[src/rtl/branch_predict_unit_if.sv]
// Fetch/execute bus of the branch prediction unit: lookup, resolution inputs,
// redirect and performance counters. The predictor side uses the slave modport.
interface branch_predict_unit_if #(
  parameter int XLEN = 32
);
  logic [XLEN-1:0] if_pc;
  logic            if_pred_taken;
  logic [XLEN-1:0] if_pred_target;

  logic            ex_valid;
  logic            ex_branch;
  logic            ex_jal;
  logic            ex_jalr;
  logic [2:0]      ex_branch_type;
  logic [XLEN-1:0] ex_rs1_data;
  logic [XLEN-1:0] ex_rs2_data;
  logic [XLEN-1:0] ex_imm;
  logic [XLEN-1:0] ex_pc;
  logic            ex_pred_taken;
  logic [XLEN-1:0] ex_pred_target;

  logic            redirect_valid;
  logic [XLEN-1:0] redirect_pc;
  logic [31:0]     perf_branches;
  logic [31:0]     perf_mispred;

  modport master (
    output if_pc,
    output ex_valid, ex_branch, ex_jal, ex_jalr, ex_branch_type,
    output ex_rs1_data, ex_rs2_data, ex_imm, ex_pc,
    output ex_pred_taken, ex_pred_target,
    input  if_pred_taken, if_pred_target,
    input  redirect_valid, redirect_pc,
    input  perf_branches, perf_mispred
  );

  modport slave (
    input  if_pc,
    input  ex_valid, ex_branch, ex_jal, ex_jalr, ex_branch_type,
    input  ex_rs1_data, ex_rs2_data, ex_imm, ex_pc,
    input  ex_pred_taken, ex_pred_target,
    output if_pred_taken, if_pred_target,
    output redirect_valid, redirect_pc,
    output perf_branches, perf_mispred
  );
endinterface

[src/rtl/branch_predict_unit.sv]
// Direct-mapped BTB plus saturating-counter BHT: combinational fetch lookup,
// execute-side branch resolution, mispredict redirect, table training and event counters.
module branch_predict_unit #(
  parameter int XLEN     = 32,
  parameter int BHT_IDX  = 6,
  parameter int CTR_BITS = 2,
  parameter int TAG_BITS = 8
) (
  input  logic                clk,
  input  logic                rst_n,
  branch_predict_unit_if.slave bus
);

  localparam int DEPTH  = 1 << BHT_IDX;
  localparam int TAG_LO = BHT_IDX + 2;
  localparam int TAG_HI = TAG_LO + TAG_BITS - 1;
  localparam logic [CTR_BITS-1:0] CTR_INIT = CTR_BITS'((1 << (CTR_BITS - 1)) - 1);
  localparam logic [CTR_BITS-1:0] CTR_MAX  = {CTR_BITS{1'b1}};
  localparam logic [CTR_BITS-1:0] CTR_MIN  = '0;

  logic                r_valid  [DEPTH];
  logic [TAG_BITS-1:0] r_tag    [DEPTH];
  logic [XLEN-1:0]     r_target [DEPTH];
  logic [CTR_BITS-1:0] r_ctr    [DEPTH];
  logic [31:0]         r_perf_branches;
  logic [31:0]         r_perf_mispred;

  logic [BHT_IDX-1:0]  w_if_idx;
  logic [TAG_BITS-1:0] w_if_tag;
  logic                w_if_hit;
  logic                w_if_taken;

  logic [BHT_IDX-1:0]  w_ex_idx;
  logic [TAG_BITS-1:0] w_ex_tag;
  logic                w_is_jal;
  logic                w_is_jalr;
  logic                w_is_br;
  logic                w_resolve;
  logic                w_train;
  logic                w_cond;
  logic                w_taken;
  logic [XLEN-1:0]     w_jalr_sum;
  logic [XLEN-1:0]     w_target;
  logic [XLEN-1:0]     w_fallthrough;
  logic                w_mispredict;
  logic                w_redirect;
  logic [CTR_BITS-1:0] w_ctr_cur;
  logic [CTR_BITS-1:0] w_ctr_next;
  logic                w_unused_ok;

  // Fetch lookup reads the registered tables, so a same-cycle update is not seen yet.
  assign w_if_idx   = bus.if_pc[BHT_IDX+1:2];
  assign w_if_tag   = bus.if_pc[TAG_HI:TAG_LO];
  assign w_if_hit   = r_valid[w_if_idx] && (r_tag[w_if_idx] == w_if_tag);
  assign w_if_taken = w_if_hit && r_ctr[w_if_idx][CTR_BITS-1];

  assign bus.if_pred_taken  = w_if_taken;
  assign bus.if_pred_target = w_if_taken ? r_target[w_if_idx] : '0;

  // JAL wins over JALR, which wins over a conditional branch, when several flags are set.
  assign w_is_jal  = bus.ex_jal;
  assign w_is_jalr = bus.ex_jalr & ~bus.ex_jal;
  assign w_is_br   = bus.ex_branch & ~bus.ex_jal & ~bus.ex_jalr;
  assign w_resolve = bus.ex_valid & (w_is_jal | w_is_jalr | w_is_br);
  assign w_train   = bus.ex_valid & (w_is_jal | w_is_br);

  always_comb begin
    w_cond = 1'b0;
    case (bus.ex_branch_type)
      3'b000:  w_cond = (bus.ex_rs1_data == bus.ex_rs2_data);
      3'b001:  w_cond = (bus.ex_rs1_data != bus.ex_rs2_data);
      3'b100:  w_cond = ($signed(bus.ex_rs1_data) <  $signed(bus.ex_rs2_data));
      3'b101:  w_cond = ($signed(bus.ex_rs1_data) >= $signed(bus.ex_rs2_data));
      3'b110:  w_cond = (bus.ex_rs1_data <  bus.ex_rs2_data);
      3'b111:  w_cond = (bus.ex_rs1_data >= bus.ex_rs2_data);
      default: w_cond = 1'b0;
    endcase
  end

  assign w_taken       = w_is_jal | w_is_jalr | (w_is_br & w_cond);
  assign w_jalr_sum    = bus.ex_rs1_data + bus.ex_imm;
  assign w_target      = w_is_jalr ? (w_jalr_sum & ~XLEN'(1)) : (bus.ex_pc + bus.ex_imm);
  assign w_fallthrough = bus.ex_pc + XLEN'(4);
  assign w_mispredict  = (w_taken != bus.ex_pred_taken) |
                         (w_taken & (w_target != bus.ex_pred_target));
  assign w_redirect    = w_resolve & w_mispredict;

  assign bus.redirect_valid = w_redirect;
  assign bus.redirect_pc    = w_redirect ? (w_taken ? w_target : w_fallthrough) : '0;

  assign w_ex_idx  = bus.ex_pc[BHT_IDX+1:2];
  assign w_ex_tag  = bus.ex_pc[TAG_HI:TAG_LO];
  assign w_ctr_cur = r_ctr[w_ex_idx];

  always_comb begin
    w_ctr_next = w_ctr_cur;
    if (w_taken) begin
      if (w_ctr_cur != CTR_MAX) w_ctr_next = w_ctr_cur + CTR_BITS'(1);
    end else begin
      if (w_ctr_cur != CTR_MIN) w_ctr_next = w_ctr_cur - CTR_BITS'(1);
    end
  end

  // Valid bits, counters and perf counters clear in a single reset edge.
  always_ff @(posedge clk) begin
    if (!rst_n) begin
      for (int i = 0; i < DEPTH; i++) begin
        r_valid[i] <= 1'b0;
        r_ctr[i]   <= CTR_INIT;
      end
      r_perf_branches <= '0;
      r_perf_mispred  <= '0;
    end else begin
      if (w_train) begin
        r_ctr[w_ex_idx] <= w_ctr_next;
        if (w_taken) r_valid[w_ex_idx] <= 1'b1;
      end
      if (w_resolve)  r_perf_branches <= r_perf_branches + 32'd1;
      if (w_redirect) r_perf_mispred  <= r_perf_mispred + 32'd1;
    end
  end

  // Tag and target are qualified by the valid bit, so they need no reset.
  always_ff @(posedge clk) begin
    if (rst_n && w_train && w_taken) begin
      r_tag[w_ex_idx]    <= w_ex_tag;
      r_target[w_ex_idx] <= w_target;
    end
  end

  assign bus.perf_branches = r_perf_branches;
  assign bus.perf_mispred  = r_perf_mispred;

  assign w_unused_ok = &{1'b0, bus.if_pc[1:0], bus.if_pc[XLEN-1:TAG_HI+1]};

endmodule

[src/flat_wrapper.sv]
// flat-port wrapper written by rule: the top's interface ports become plain ports
module branch_predict_unit_flat 
#(
  parameter int XLEN     = 32,
  parameter int BHT_IDX  = 6,
  parameter int CTR_BITS = 2,
  parameter int TAG_BITS = 8
)
  (clk, rst_n, bus_if_pc, bus_ex_valid, bus_ex_branch, bus_ex_jal, bus_ex_jalr, bus_ex_branch_type, bus_ex_rs1_data, bus_ex_rs2_data, bus_ex_imm, bus_ex_pc, bus_ex_pred_taken, bus_ex_pred_target, bus_if_pred_taken, bus_if_pred_target, bus_redirect_valid, bus_redirect_pc, bus_perf_branches, bus_perf_mispred);
  branch_predict_unit_if #(.XLEN(XLEN)) bus_i ();
  input  logic clk;
  input  logic rst_n;
  input wire logic [$bits(bus_i.if_pc)-1:0] bus_if_pc;
  input wire logic [$bits(bus_i.ex_valid)-1:0] bus_ex_valid;
  input wire logic [$bits(bus_i.ex_branch)-1:0] bus_ex_branch;
  input wire logic [$bits(bus_i.ex_jal)-1:0] bus_ex_jal;
  input wire logic [$bits(bus_i.ex_jalr)-1:0] bus_ex_jalr;
  input wire logic [$bits(bus_i.ex_branch_type)-1:0] bus_ex_branch_type;
  input wire logic [$bits(bus_i.ex_rs1_data)-1:0] bus_ex_rs1_data;
  input wire logic [$bits(bus_i.ex_rs2_data)-1:0] bus_ex_rs2_data;
  input wire logic [$bits(bus_i.ex_imm)-1:0] bus_ex_imm;
  input wire logic [$bits(bus_i.ex_pc)-1:0] bus_ex_pc;
  input wire logic [$bits(bus_i.ex_pred_taken)-1:0] bus_ex_pred_taken;
  input wire logic [$bits(bus_i.ex_pred_target)-1:0] bus_ex_pred_target;
  output wire logic [$bits(bus_i.if_pred_taken)-1:0] bus_if_pred_taken;
  output wire logic [$bits(bus_i.if_pred_target)-1:0] bus_if_pred_target;
  output wire logic [$bits(bus_i.redirect_valid)-1:0] bus_redirect_valid;
  output wire logic [$bits(bus_i.redirect_pc)-1:0] bus_redirect_pc;
  output wire logic [$bits(bus_i.perf_branches)-1:0] bus_perf_branches;
  output wire logic [$bits(bus_i.perf_mispred)-1:0] bus_perf_mispred;
  assign bus_i.if_pc = bus_if_pc;
  assign bus_i.ex_valid = bus_ex_valid;
  assign bus_i.ex_branch = bus_ex_branch;
  assign bus_i.ex_jal = bus_ex_jal;
  assign bus_i.ex_jalr = bus_ex_jalr;
  assign bus_i.ex_branch_type = bus_ex_branch_type;
  assign bus_i.ex_rs1_data = bus_ex_rs1_data;
  assign bus_i.ex_rs2_data = bus_ex_rs2_data;
  assign bus_i.ex_imm = bus_ex_imm;
  assign bus_i.ex_pc = bus_ex_pc;
  assign bus_i.ex_pred_taken = bus_ex_pred_taken;
  assign bus_i.ex_pred_target = bus_ex_pred_target;
  assign bus_if_pred_taken = bus_i.if_pred_taken;
  assign bus_if_pred_target = bus_i.if_pred_target;
  assign bus_redirect_valid = bus_i.redirect_valid;
  assign bus_redirect_pc = bus_i.redirect_pc;
  assign bus_perf_branches = bus_i.perf_branches;
  assign bus_perf_mispred = bus_i.perf_mispred;
  branch_predict_unit #(.XLEN(XLEN), .BHT_IDX(BHT_IDX), .CTR_BITS(CTR_BITS), .TAG_BITS(TAG_BITS)) u_core (.clk(clk), .rst_n(rst_n), .bus(bus_i));
endmodule
[config.mk]
export PLATFORM = sky130hd
export DESIGN_NAME = branch_predict_unit_flat
export DESIGN_NICKNAME = d
export VERILOG_FILES = /design/src/rtl/branch_predict_unit_if.sv /design/src/rtl/branch_predict_unit.sv /design/src/flat_wrapper.sv
export SDC_FILE = /design/constraint.sdc
export NUM_CORES = 2
export LEC_CHECK = 0
export BUFFER_PORTS_ARGS = -buffer_cell sky130_fd_sc_hd__buf_4
export CAP_MARGIN = 0
export CORE_ASPECT_RATIO = 1.5
export CORE_MARGIN = 2
export CORE_UTILIZATION = 55
export CTS_BUF_LIST = sky130_fd_sc_hd__clkbuf_16
export CTS_CLUSTER_SIZE = 16
export DETAILED_ROUTE_END_ITERATION = 16
export PLACE_DENSITY = 0.72
export SYNTH_ARGS = -nofsm -noshare
export SYNTH_HDL_FRONTEND = slang
export SYNTH_SLANG_ARGS = --single-unit
[constraint.sdc]
create_clock -name clk -period 10.44 [get_ports clk]
set_clock_uncertainty 0.1 [all_clocks]
set_input_delay 0.522 -clock clk [delete_from_list [all_inputs] [get_ports clk]]
set_output_delay 0.522 -clock clk [all_outputs]
set_load 0.01 [all_outputs]
==> summary.md <==
| Metric | Value |
|---|---|
| Status | `finished with violations` |
| Failing checks | `capacitance limit, slew limit` |
| IO buf count | `roughly 310` |
| Grt ovf | `0` |
| Number of gates resized after cts | `0` |
| Area grow syn2layout | `12.3%` |
| IO Count | `332` |
| Period utilisation layout | `81.2%` |
| Syn_nets | `about 6300` |
| Layout cells sized above 1 | `between 20 and 30%` |
| Total number of yosys warnings | `0` |
| CTS Hold Bufs | `1` |
| Count of final hold-check violations | `0` |
| Routed vias | `around 63000` |
| Gr usage total | `30.6%` |
| Slew HR | `-4.19%` |
| Yosys top cell by area | `edfxtp_1` |
| Number of synthesized flops with an enable pin | `between 2000 and 3000` |
| Root Buffer | `clkbuf_16` |
| Post-synth design cell area | `between 100000 and 150000 um^2` |
| Top cells by area, synth | `edfxtp_1 70%, mux4_2 16%, dfxtp_1 2.2%` |
| Most common library cells after synthesis | `2688 x edfxtp_1, 849 x mux4_2, 319 x nand2_1` |
| Power Total | `~24000 uW` |
| Chip width | `~380 um` |
| PwrDens | `about 180 nW/um^2` |
| Fill count | `14508` |
| Routed Antenna Nets | `0` |
| DPL Wire Length | `~180 mm` |
| Setup TNS | `0 ns` |
| RSZ-0062 raised after global routing | `no` |
| Avg WL per Cell | `roughly 35 um` |
| CTS tree | `done` |
| Critical Path Start Type | `input pin` |
| Class of the most critical setup path | `input pin to output pin` |
| Latest clock arrival within the worst-skew pair | `about 0.9 ns` |
| Max-cap violations | `1` |
| CP Capture Type | `output pin` |
| Synth Register Bits | `roughly 2800` |
| Worst vdd ir | `approximately 0.16 mV` |
| Hold crit path type | `input pin to register` |
| Max Slew Vio Count | `2` |
| DRT iter0 DRCs | `~9200` |
| Hold path startpoint | `bus_ex_valid` |
| Placer Congestion | `~0.94` |
| CP max FO | `38` |
| Vias in the first global route | `~63000` |
| Largest net degree at the start of global routing | `about 120` |
| Peak Freq | `between 100 and 150 MHz` |
| Sequential cell area | `approximately 83000 um^2` |
| Final setup fails | `0` |
| Nets | `approximately 6700` |
| Fin crit period | `8.47 ns` |
| TritonCTS Sinks | `~2800` |
| Synth Area per Inst | `roughly 20 um^2` |
| Cells after synthesis | `5972` |
| Register-to-register setup slack | `between 6 and 7 ns` |
| Initial antenna violation count | `22` |
| TritonRoute pass-1 iters | `5` |
| Global-route wire length before repair | `between 400 and 500 mm` |
| Synth async-reset ratio | `0%` |
| Vias per cell | `just under 7` |
| Starting Density | `between 50% and 60%` |
| Multi-input logic area | `~32000 um^2` |
| Crit path launch | `bus_ex_pc[10]` |
| Post CTS Setup Buffer Count | `0` |
| Reg-to-Reg End | `u_core.bus.perf_mispred[31]$_SDFFE_PN0P_` |
| Slew @ Worst Pin | `between 1.5 and 2 ns` |
| Core ar. | `210000 um^2` |
| Yosys top cell area share | `between 60% and 70%` |
| Top-count cell post-synth | `edfxtp_1` |
| Inserted Clock Buffers | `242` |
| Htree depth | `4` |
| Leakage | `approximately 0.042 uW` |
| Full die area | `around 210000 um^2` |
| Worst Reg-to-Reg Cells | `12` |
| Clk pin slew, worst setup/hold paths | `~0.06 ns` |
| Sequential area share after synthesis | `a little under three quarters` |
| Netlist cell types | `93` |
| Synth Flop Type | `edfxtp_1` |
| Reg2reg start | `u_core.bus.perf_mispred[4]$_SDFFE_PN0P_` |
| Worst Setup EP | `bus_redirect_pc[4]` |
| DRT Wirelength | `~330 mm` |
| Critical Path AT | `7.85 ns` |
| Die Ht | `between 500 and 600 um` |
| Req. time, crit path | `approximately 10 ns` |
| DRC violations left | `0` |
| Clock buffer depth | `4` |
| Rows | `between 200 and 250` |
==> cell type report <==
type	count	share of cell area, %
diodes	5	0.00961
clock inverters	195	1.11
inverters	65	0.187
flip-flops and latches	2816	64.0
multi-input cells	2737	24.4
clock buffers	244	4.69
well taps	2808	2.70
repair buffers	493	2.93
==> sequential cells by signal (all words and copies together), names as in the netlist <==
| name | count |
|---|---|
| u_core.bus.perf_branches | 32 |
| u_core.bus.perf_mispred | 32 |
| u_core.r_ctr | 128 |
| u_core.r_tag | 512 |
| u_core.r_target | 2048 |
| u_core.r_valid | 64 |
==> cells in the final DEF, fill, tap and decap left out, types with 9 or more instances in the layout <==
| master | instances |
|---|---|
| a221oi_1 | 12 |
| bufinv_16 | 19 |
| a22oi_1 | 52 |
| nand3_1 | 128 |
| nand4_1 | 58 |
| a21o_1 | 80 |
| o21ai_0 | 92 |
| inv_1 | 118 |
| or3_1 | 25 |
| clkbuf_16 | 244 |
| a31oi_1 | 12 |
| or2_2 | 9 |
| nor2b_1 | 38 |
| a211oi_1 | 56 |
| nor3_1 | 35 |
| xor2_1 | 78 |
| nor2_4 | 65 |
| mux2i_1 | 42 |
| nor4_2 | 17 |
| xnor2_1 | 52 |
| and2_1 | 10 |
| a21oi_1 | 117 |
| o211ai_1 | 21 |
| ha_1 | 96 |
| mux4_2 | 849 |
| edfxtp_1 | 2688 |
| nor2_1 | 202 |
| nor4_1 | 16 |
| nand2b_1 | 29 |
| clkinv_1 | 49 |
| nand2_1 | 317 |
| o21a_1 | 19 |
| and3_1 | 26 |
| dfxtp_1 | 128 |
| a211o_1 | 10 |
| clkinv_2 | 53 |
| buf_4 | 481 |
==> worst min path at each step <==
stage	endpoint	slack, ns	cells past startpoint
finish	u_core.r_ctr[63][0]$_SDFFCE_PN1P_	0.07	3
global route	u_core.r_ctr[63][0]$_SDFFCE_PN1P_	0.08	3
CTS	u_core.r_ctr[63][0]$_SDFFCE_PN1P_	0.03	3
detailed placement	u_core.r_valid[30]$_DFF_P_	0.34	1
global placement	u_core.r_valid[14]$_DFF_P_	0.33	1
floorplan	u_core.r_valid[10]$_DFF_P_	0.32	1
==> critical path, stage by stage <==
cell and delay (ns):
dlygate4sd3_1 0.54, buf_4 0.25, ha_1 0.45, nand2_1 0.10, nor2_1 0.24, o211ai_1 0.14
buf_4 0.20, a311oi_1 0.50, a211oi_2 0.15, xnor2_1 0.18, mux2i_1 0.18, a2111oi_0 1.33
nand4_1 0.74, nor2_4 0.99, nand2b_2 0.88, a211oi_1 0.20, buf_4 0.23
==> cell families after synthesis <==
family	Yosys count	share of synthesized area (%)
buf+inv	419	1.48
compound gates	588	3.47
xor+xnor	135	1.07
flops	2816	71.8
mux	897	16.9
fa+ha+maj	100	1.09
simple gates	1017	4.20
==> per-stage QoR <==
step / area, um^2 / setup WS (ns) / hold slack (ns) / std cells / utilization [%]
after global routing: 130000 / 1.87 / 0.0837 / 9362 / 62.1
after floorplan: 116000 / 4.02 / 0.321 / 5972 / -
after global placement: 123000 / 2.70 / 0.327 / 8918 / 58.4
final: 130000 / 1.97 / 0.0726 / 9363 / 62.1
after CTS: 130000 / 2.40 / 0.0326 / 9358 / 62.0
after detailed placement: 123000 / 2.61 / 0.339 / 8918 / 58.4
==> power breakdown <==
group | internal [uW] | leakage, uW | switching [uW]
Sequential | 12800 | 0.0252 | 15.9
Combinational | 691 | 0.0131 | 1410
Clock | 4700 | 0.00394 | 4000
Total | 18200 | 0.0422 | 5430
==> metal layers <==
layer  vias up  GRT usage [%]  part of all wire [%]  wire (um)
li1      25393              -                     -          -
met1     33117           39.6                    34     113000
met2      4050           49.8                    50     162000
met3       784           5.36                   9.8      32100
met4        16           15.8                   6.2      20300
met5         -              0                 0.031        103
(Power assumes the default switching activity.)
